## src/rtl/regfile_read_arbiter_if.sv

```systemverilog
// Read-request / read-response handshake bundle for regfile_read_arbiter.
// Request side:  req_valid_i, req_addr_i (flattened, READERS*ADDR_W), req_ready_o.
// Response side: rsp_valid_o, rsp_ready_i, rsp_data_o, rsp_id_o, rsp_err_o.
// Signal suffixes are written from the arbiter's point of view.
// The slave modport is the arbiter. The master modport is the requesters plus the consumer.
interface regfile_read_arbiter_if #(
    parameter int unsigned READERS  = 2,
    parameter int unsigned ADDR_W   = 4,
    parameter int unsigned BITWIDTH = 8,
    parameter int unsigned ID_W     = 1
);
    logic [READERS-1:0]        req_valid_i;
    logic [READERS*ADDR_W-1:0] req_addr_i;
    logic [READERS-1:0]        req_ready_o;
    logic                      rsp_valid_o;
    logic                      rsp_ready_i;
    logic [BITWIDTH-1:0]       rsp_data_o;
    logic [ID_W-1:0]           rsp_id_o;
    logic                      rsp_err_o;

    modport slave (
        input  req_valid_i, req_addr_i, rsp_ready_i,
        output req_ready_o, rsp_valid_o, rsp_data_o, rsp_id_o, rsp_err_o
    );

    modport master (
        output req_valid_i, req_addr_i, rsp_ready_i,
        input  req_ready_o, rsp_valid_o, rsp_data_o, rsp_id_o, rsp_err_o
    );
endinterface

```

## src/rtl/regfile_read_arbiter.sv

```systemverilog
// Round-robin read arbiter in front of a flattened register array.
// Each accepted request is captured as a tagged response: data, requester id and an
// out-of-range error flag. A write in flight to the same register is forwarded
// (write-first). Responses leave through a 2-entry in-order output buffer.
// Ports:
//   clk        rising-edge clock
//   clk_en     qualifies every state update and handshake
//   async_rst  asynchronous reset, active-high
//   regs_i     flattened cell outputs; reg k = [k*BITWIDTH +: BITWIDTH]
//   wr_en_i / wr_addr_i / wr_data_i   write in flight to the cells this cycle
//   bus        request/response handshakes (slave modport)
// The one-hot grant req_ready_o is combinational from req_valid_i.
// All rsp_* outputs come straight from flops.
module regfile_read_arbiter #(
    parameter  int unsigned BITWIDTH  = 8,
    parameter  int unsigned REG_COUNT = 16,
    parameter  int unsigned READERS   = 2,
    localparam int unsigned ADDR_W    = (REG_COUNT > 1) ? $clog2(REG_COUNT) : 1,
    localparam int unsigned ID_W      = (READERS > 1) ? $clog2(READERS) : 1
) (
    input  logic                          clk,
    input  logic                          clk_en,
    input  logic                          async_rst,
    input  logic [REG_COUNT*BITWIDTH-1:0] regs_i,
    input  logic                          wr_en_i,
    input  logic [ADDR_W-1:0]             wr_addr_i,
    input  logic [BITWIDTH-1:0]           wr_data_i,
    regfile_read_arbiter_if.slave         bus
);

    typedef struct packed {
        logic                err;
        logic [ID_W-1:0]     id;
        logic [BITWIDTH-1:0] data;
    } rsp_t;

    // The buffer is two registered slots. head_q drives the outputs directly,
    // and tail_q holds the second entry.
    rsp_t             head_q;
    rsp_t             tail_q;
    logic             valid_q;
    logic [1:0]       count_q;
    logic [ID_W-1:0]  rr_q;

    logic             pop;
    logic             push;
    logic             space;
    logic [1:0]       count_next;
    logic [1:0]       wpos;
    logic [READERS-1:0] grant;
    logic [ID_W-1:0]  gnt_idx;
    logic [ID_W-1:0]  cand;
    logic [ID_W-1:0]  rr_next;
    logic [ADDR_W-1:0]   sel_addr;
    logic [BITWIDTH-1:0] cell_data;
    logic             addr_err;
    rsp_t             new_rsp;

    // Handshake qualifiers and buffer bookkeeping.
    assign pop        = valid_q && bus.rsp_ready_i && clk_en;
    assign space      = (count_q < 2'd2) || pop;
    assign count_next = count_q + {1'b0, push} - {1'b0, pop};
    // After this cycle's pop, the slot index that the new entry lands in.
    assign wpos       = count_q - {1'b0, pop};

    // Round-robin scan from rr_q upward with wrap. First valid requester wins.
    always_comb begin
        grant   = '0;
        gnt_idx = '0;
        cand    = '0;
        push    = 1'b0;
        if (clk_en && space) begin
            for (int unsigned k = 0; k < READERS; k++) begin
                cand = ID_W'((32'(rr_q) + k) % READERS);
                if (!push && bus.req_valid_i[cand]) begin
                    grant[cand] = 1'b1;
                    gnt_idx     = cand;
                    push        = 1'b1;
                end
            end
        end
    end

    assign rr_next = (32'(gnt_idx) == READERS - 1) ? '0 : gnt_idx + 1'b1;

    // Pick the granted requester's address and read its register.
    always_comb begin
        sel_addr = '0;
        for (int unsigned i = 0; i < READERS; i++) begin
            if (gnt_idx == ID_W'(i)) begin
                sel_addr = bus.req_addr_i[i*ADDR_W +: ADDR_W];
            end
        end
    end

    assign addr_err = (32'(sel_addr) >= REG_COUNT);

    always_comb begin
        cell_data = '0;
        for (int unsigned k = 0; k < REG_COUNT; k++) begin
            if (sel_addr == ADDR_W'(k)) begin
                cell_data = regs_i[k*BITWIDTH +: BITWIDTH];
            end
        end
    end

    // Error forces data to zero. Otherwise a matching write in flight wins over the cell.
    always_comb begin
        new_rsp.err = addr_err;
        new_rsp.id  = gnt_idx;
        if (addr_err) begin
            new_rsp.data = '0;
        end else if (wr_en_i && clk_en && (wr_addr_i == sel_addr)) begin
            new_rsp.data = wr_data_i;
        end else begin
            new_rsp.data = cell_data;
        end
    end

    // Buffer, pointer and response-valid registers.
    always_ff @(posedge clk or posedge async_rst) begin
        if (async_rst) begin
            head_q  <= '0;
            tail_q  <= '0;
            valid_q <= 1'b0;
            count_q <= 2'd0;
            rr_q    <= '0;
        end else if (clk_en) begin
            count_q <= count_next;
            valid_q <= (count_next != 2'd0);
            if (push) begin
                rr_q <= rr_next;
            end
            // A pop from a full buffer moves the second entry forward.
            if (pop && (count_q == 2'd2)) begin
                head_q <= tail_q;
            end
            if (push) begin
                if (wpos == 2'd0) begin
                    head_q <= new_rsp;
                end else begin
                    tail_q <= new_rsp;
                end
            end
        end
    end

    assign bus.req_ready_o = grant;
    assign bus.rsp_valid_o = valid_q;
    assign bus.rsp_data_o  = head_q.data;
    assign bus.rsp_id_o    = head_q.id;
    assign bus.rsp_err_o   = head_q.err;

endmodule

```

## src/flat_wrapper.sv

```systemverilog
// flat-port wrapper written by rule: the top's interface ports become plain ports
module regfile_read_arbiter_flat 
#(
    parameter  int unsigned BITWIDTH  = 8,
    parameter  int unsigned REG_COUNT = 16,
    parameter  int unsigned READERS   = 2,
    localparam int unsigned ADDR_W    = (REG_COUNT > 1) ? $clog2(REG_COUNT) : 1,
    localparam int unsigned ID_W      = (READERS > 1) ? $clog2(READERS) : 1
)
  (clk, clk_en, async_rst, regs_i, wr_en_i, wr_addr_i, wr_data_i, bus_req_valid_i, bus_req_addr_i, bus_rsp_ready_i, bus_req_ready_o, bus_rsp_valid_o, bus_rsp_data_o, bus_rsp_id_o, bus_rsp_err_o);
  regfile_read_arbiter_if #(.READERS(READERS), .ADDR_W((4)), .BITWIDTH(BITWIDTH), .ID_W((1))) bus_i ();
  input  logic clk;
  input  logic clk_en;
  input  logic async_rst;
  input  logic [REG_COUNT*BITWIDTH-1:0] regs_i;
  input  logic wr_en_i;
  input  logic [ADDR_W-1:0] wr_addr_i;
  input  logic [BITWIDTH-1:0] wr_data_i;
  input wire logic [$bits(bus_i.req_valid_i)-1:0] bus_req_valid_i;
  input wire logic [$bits(bus_i.req_addr_i)-1:0] bus_req_addr_i;
  input wire logic [$bits(bus_i.rsp_ready_i)-1:0] bus_rsp_ready_i;
  output wire logic [$bits(bus_i.req_ready_o)-1:0] bus_req_ready_o;
  output wire logic [$bits(bus_i.rsp_valid_o)-1:0] bus_rsp_valid_o;
  output wire logic [$bits(bus_i.rsp_data_o)-1:0] bus_rsp_data_o;
  output wire logic [$bits(bus_i.rsp_id_o)-1:0] bus_rsp_id_o;
  output wire logic [$bits(bus_i.rsp_err_o)-1:0] bus_rsp_err_o;
  assign bus_i.req_valid_i = bus_req_valid_i;
  assign bus_i.req_addr_i = bus_req_addr_i;
  assign bus_i.rsp_ready_i = bus_rsp_ready_i;
  assign bus_req_ready_o = bus_i.req_ready_o;
  assign bus_rsp_valid_o = bus_i.rsp_valid_o;
  assign bus_rsp_data_o = bus_i.rsp_data_o;
  assign bus_rsp_id_o = bus_i.rsp_id_o;
  assign bus_rsp_err_o = bus_i.rsp_err_o;
  regfile_read_arbiter #(.BITWIDTH(BITWIDTH), .REG_COUNT(REG_COUNT), .READERS(READERS)) u_core (.clk(clk), .clk_en(clk_en), .async_rst(async_rst), .regs_i(regs_i), .wr_en_i(wr_en_i), .wr_addr_i(wr_addr_i), .wr_data_i(wr_data_i), .bus(bus_i));
endmodule
```

## config.mk

```make
export PLATFORM = sky130hd
export DESIGN_NAME = regfile_read_arbiter_flat
export DESIGN_NICKNAME = d
export VERILOG_FILES = /design/src/rtl/regfile_read_arbiter_if.sv /design/src/rtl/regfile_read_arbiter.sv /design/src/flat_wrapper.sv
export SDC_FILE = /design/constraint.sdc
export NUM_CORES = 1
export LEC_CHECK = 0
export CAP_MARGIN = 20
export CORE_MARGIN = 5
export CORE_UTILIZATION = 30
export DETAILED_ROUTE_END_ITERATION = 10
export GPL_TIMING_DRIVEN = 0
export SLEW_MARGIN = 30
export SYNTH_ARGS = -nofsm -noshare
export SYNTH_HDL_FRONTEND = slang
export SYNTH_SLANG_ARGS = --single-unit
export TNS_END_PERCENT = 20
```

## constraint.sdc

```tcl
create_clock -name clk -period 6.4 [get_ports clk]
set_clock_uncertainty 0.2 [all_clocks]
set_input_delay 1.28 -clock clk [delete_from_list [all_inputs] [get_ports clk]]
set_output_delay 1.28 -clock clk [all_outputs]
set_load 0.1 [all_outputs]
```

* Word-level counts from Yosys, hierarchy flattened
Cells that the tools add are included.
** Cells by class
- Magnitude comparators :: 5
- Bitwise gates (word level) :: 2
- Muxes and demuxes :: 41
- Eq/ne operators :: 17
- Reduce and logical (&&, ||, !) cells :: 16
- Add/subtract/negate cells :: 5
** Operator list (count)
- $mux W8 :: 17
- $eq A4 B4 Y1 const B :: 8
- $mux W10 :: 3
- $eq A4 B3 Y1 const B :: 4
- $mux W1 :: 14
- $logic_and A1 B1 Y1 :: 9
- $eq A4 B2 Y1 const B :: 2
- $mux W2 :: 4
- $eq A4 B1 Y1 const B :: 1
- $eq A4 B4 Y1 :: 1
- $logic_not A4 Y1 :: 1
- $lt A1 B2 Y1 const B :: 2
- $mux W4 :: 1
- $sub A2 B1 Y2 :: 2
- $reduce_and A3 Y1 :: 1
- $add A1 B1 Y1 const B :: 2
- $add A2 B1 Y2 :: 1
- $demux W1 S1 :: 2
- $eq A2 B2 Y1 const B :: 1
- $ge A1 B1 Y1 const B :: 2
- $logic_not A2 Y1 :: 1
- $lt A2 B2 Y1 const B :: 1
- $or A2 B2 Y2 :: 1
- $reduce_and A2 Y1 :: 1
- other kinds (4) :: 4
** Word-level totals
- Output and inout bits :: 13
- Word-level logic and storage cells :: 94
- Register bits after elaboration :: 23
- Input port bits :: 155

* Longest topological paths before layout
- Depth in word-level cells :: 30
- Mapped depth :: 11

* Least setup slack after synthesis
No wires, ideal clock.
- Path type :: input to output
- Start point :: input bus_rsp_ready_i
- End point :: output bus_req_ready_o[0]
- Stages :: 4
- Slack :: 2.386 ns
- Arrival time :: 2.534 ns
- Cells stage by stage :: a21bo_4 > buf_2 > and2_1 > and3_1
** On the way
- Cells in the longest elaborated chain, start to end :: 5
** Ends and longest elaborated chain
- from (decl) :: line flat_wrapper.sv:21 : input wire logic [$bits(bus_i.rsp_ready_i)-1:0] bus_rsp_ready_i;
- $logic_and A1 B1 Y1 (2 in series) :: line regfile_read_arbiter.sv:60 : assign pop = valid_q && bus.rsp_ready_i && clk_en;
- $logic_or A1 B1 Y1 :: line regfile_read_arbiter.sv:61 : assign space = (count_q < 2'd2) || pop;
- $logic_and A1 B1 Y1 :: line regfile_read_arbiter.sv:72 : if (clk_en && space) begin
- $mux W2 :: line regfile_read_arbiter.sv:72
- to (decl) :: line flat_wrapper.sv:22 : output wire logic [$bits(bus_i.req_ready_o)-1:0] bus_req_ready_o;
Every way passes these cells.

* Final worst setup path
- Start point :: input bus_req_valid_i[1]
- End point :: output bus_req_ready_o[1]
** On the way
- Cells in the longest elaborated chain, start to end :: 8
- Elaborated cells between the ends (all ways) :: 13
** Ends and longest elaborated chain
- from (decl) :: line flat_wrapper.sv:19 : input wire logic [$bits(bus_i.req_valid_i)-1:0] bus_req_valid_i;
- $mux W1 (implied by the code) (2 in series) :: line regfile_read_arbiter.sv:75 : if (!push && bus.req_valid_i[cand]) begin
- $mux W1 :: line regfile_read_arbiter.sv:75
- $mux W1 :: line regfile_read_arbiter.sv:72
- $logic_not A1 Y1 :: line regfile_read_arbiter.sv:75
- $logic_and A1 B1 Y1 :: line regfile_read_arbiter.sv:75
- $mux W2 (*) :: line regfile_read_arbiter.sv:75
- $mux W2 (*) :: line regfile_read_arbiter.sv:72
Mark *: on every way between the ends. The rest lies on a longest branch, timed or not. The select of a mux whose other input is x is not followed.

==> summary.md <==
| Metric | Value |
|---|---|
| Status | `complete, no violations` |
| Worst slack at placement | `between 0.8 and 0.9 ns` |
| Boundary Pins | `between 150 and 200` |
| Htree depth | `1` |
| Critical path required time | `4.92 ns` |
| Post-layout minimum cycle time | `5.59 ns` |
| PortBufs | `163` |
| Maximum VDD drop | `142 µV` |
| Postcts setup bufs | `0` |
| Via density | `approximately 6.1` |
| CTS Buffer Depth | `2` |
| Wire length of the first global-routing pass | `27400 µm` |
| Grt total ovfl | `0` |
| Distinct cells, synth | `79` |
| Power share of the combinational group | `0.686` |
| Clock Tree Root | `clkbuf_16` |
| Area after detailed placement | `5390 µm²` |
| Hold_sp | `u_core.tail_q[3]` |
| Die Area | `14200 µm²` |
| Reg2Reg Setup Slack | `3.35 ns` |
| DRT Wirelength | `~18000 µm` |
| Met2 GRT Util | `0.414` |
| Ratio of cells with drive above 1 in the final layout | `0.0971` |
| Final std cells w/o fill | `771` |
| Net switching power figure | `0.634 mW` |
| DRT iter0 DRCs | `521` |
| Worst Reg-to-Reg Cells | `7` |
| Worst hold endpoint | `u_core.tail_q[3]` |
| Mapped Cells | `461` |
| Clock Power Share | `0.114` |
| #FFs+latches synth | `23` |
| Antenna Nets Post-Route | `0` |
| Number of global-route vias before repair | `4898` |
| Hold path cells | `2` |
| Final slew viol count | `0` |
| Hpwl dp | `14900 µm` |
| Mapped Area | `3580 µm²` |
| Unrepaired setup endpoints after global routing | `false` |
| Die X | `119 µm` |
| Setup violators final | `0` |
| Initial antenna violation count | `0` |
| Crit path arrival time | `slightly above 4 ns` |
| Sequential power share | `0.200` |
| Drt drc | `0` |
| Sw frac | `0.513` |
| Post-synth EDFFs | `0` |
| Total CTS buffers | `3` |
| CTS tree | `done` |
| Leak pwr | `2.07 nW` |
| Detailed Routing Iterations Pass 1 | `7` |
| Die height | `119 µm` |
| Clk slew on worst S/H paths | `0.06 ns` |
| Slew HR | `0.336` |
| CP startpoint | `bus_req_valid_i[1]` |
| Final Core Density | `0.473` |
| Final count of hold timing violations | `0` |
| Final instance area | `5470 µm²` |
| Post-CTS sizing | `0` |
| Synth warnings | `0` |
| CTS Hold Bufs | `0` |
| Cell internal pwr | `0.602 mW` |
| Ant. Diodes | `0` |
| Fin crit share | `0.874` |
| Pwr per Cell Area | `226 nW/µm²` |
| Top FF cell, synth | `dfrtp_1` |
| Max Freq | `0.179 GHz` |
| CP Max Fanout | `10` |
| Placed Instances | `767` |
| Via Count | `4686` |
| Largest net degree at the start of global routing | `24` |
| Worst-Margin Slew | `~0.99 ns` |
| Clock sink total | `23` |
| Min Hold Slack | `0.281 ns` |
| Max Cap Viol | `0` |
| Grt met3 use | `0.0322` |
| CP Class | `in2out` |
| CP Capture Type | `output pin` |
| Worst R2R End | `u_core.bus.rsp_data_o[4]` |
| Most Crowded Layer GR | `met2` |
| Overall Power | `1.24 mW` |
| Core ar. | `11600 µm²` |
| Clock Latency Late Sink | `around 0.26 ns` |
| Setup TNS | `0 ns` |
| Area Overhead vs Synth | `52.9%` |
| Sequential cell area fraction in the yosys report | `0.161` |
| Routability cong. | `about 0.91` |
| Syn Area/Cell | `7.76 µm²` |
| Type of the most critical hold path | `reg2reg` |
| Worst r2r src | `u_core.count_q[1]` |
| DR WL/cell | `~23 µm` |
| FFs w/ async S/R, synth | `1.00` |
| Worst setup margin | `0.809 ns` |
| Starting Density | `0.309` |
| GRT Util Overall | `0.243` |
| Syn nets | `between 600 and 700` |
| Final #Nets | `between 700 and 800` |
| FP Rows | `39` |
| M1 GR Usage | `0.315` |
| CP startpoint kind | `primary input` |
-- layout make-up --
cell class	count	area, µm²
timing repair buffer	163	1630
inverter	12	47.5
sequential	23	576
tap	143	179
fill	1174	6090
clock inverter	1	5.00
multi-input combinational	392	2770
buffer	34	188
clock buffer	3	75.1
-- worst max path at each step --
stage,endpoint,cells past startpoint
6_report,bus_req_ready_o[1],8
4_1_cts,bus_req_ready_o[1],8
3_5_place_dp,bus_req_ready_o[1],8
5_1_grt,bus_req_ready_o[1],8
2_1_floorplan,bus_req_ready_o[0],4
3_3_place_gp,bus_req_ready_o[1],8
-- worst max-delay path, cell delays in order --
cell             delay (ns)
clkdlybuf4s50_1        0.59
and2_1                 0.16
buf_4                  0.15
nand3_4                0.19
inv_4                  0.11
buf_2                  0.26
buf_6                  0.21
clkdlybuf4s50_1        1.15
-- routing by layer --
layer / vias to the layer above / wire, µm
met4: 0 / 553
li1: 2184 / -
met2: 216 / 8520
met1: 2252 / 7730
met3: 34 / 1210
met5: - / 0
-- cells in the final DEF (no fill, tap or decap), types with 10 or more instances in the layout --
master,count
a21oi_1,18
a221oi_1,15
a31oi_1,18
buf_2,14
clkbuf_1,11
clkdlybuf4s50_1,163
dfrtp_1,23
inv_1,10
mux2i_1,12
nand2_1,42
nand3_1,18
nor2_1,38
o211ai_1,14
o21ai_0,20
-- kinds of logic (layout without fill, tap and decap cells) --
group,count (synthesis),count (layout),synth area share
AO/OA/AOI/OAI,189,189,0.420
AND/OR/NAND/NOR,171,171,0.250
buffers and inverters,46,213,0.0657
flip-flops,23,23,0.161
multiplexers,21,21,0.0741
XOR/XNOR,9,9,0.0220
adder cells (fa/ha/maj),2,2,0.00699
-- Yosys cell counts, types with 6 or more instances --
cell type   n  area, µm²
nand4_1     8       50.1
mux2i_1    13        130
o21ai_1     7       35.0
dfrtp_1    23        576
nand2b_1    9       56.3
and3_1      6       37.5
a22o_1      8       70.1
nor2_1     38        143
inv_1      11       41.3
a211oi_1    7       52.6
a221oi_1   15        131
nand2_1    42        158
a21oi_1    18       90.1
buf_2      14       70.1
clkbuf_1   11       41.3
o211ai_1   14        105
nor2b_1     9       56.3
o21ai_0    20        100
a22oi_1     7       52.6
and2_1      8       50.1
a31oi_1    18        113
nand3_1    18       90.1
-- registers in the layout, indices dropped and copies added, names as in the netlist --
name,flops
u_core.bus.rsp_id_o,1
u_core.rr_q,1
u_core.count_q,2
u_core.bus.rsp_valid_o,1
u_core.bus.rsp_err_o,1
u_core.bus.rsp_data_o,8
u_core.tail_q,9
-- power groups by stage --
stage / Combinational [mW] / Clock, mW / Sequential (mW)
after global routing: 0.903 / 0.147 / 0.256
after global placement: 0.835 / 0 / 0.247
after detailed placement: 0.842 / 0 / 0.249
final: 0.848 / 0.141 / 0.247
after floorplan: 0.373 / 0 / 0.431
after CTS: 0.845 / 0.141 / 0.247
Note: power is estimated with default switching activity, not from simulation.
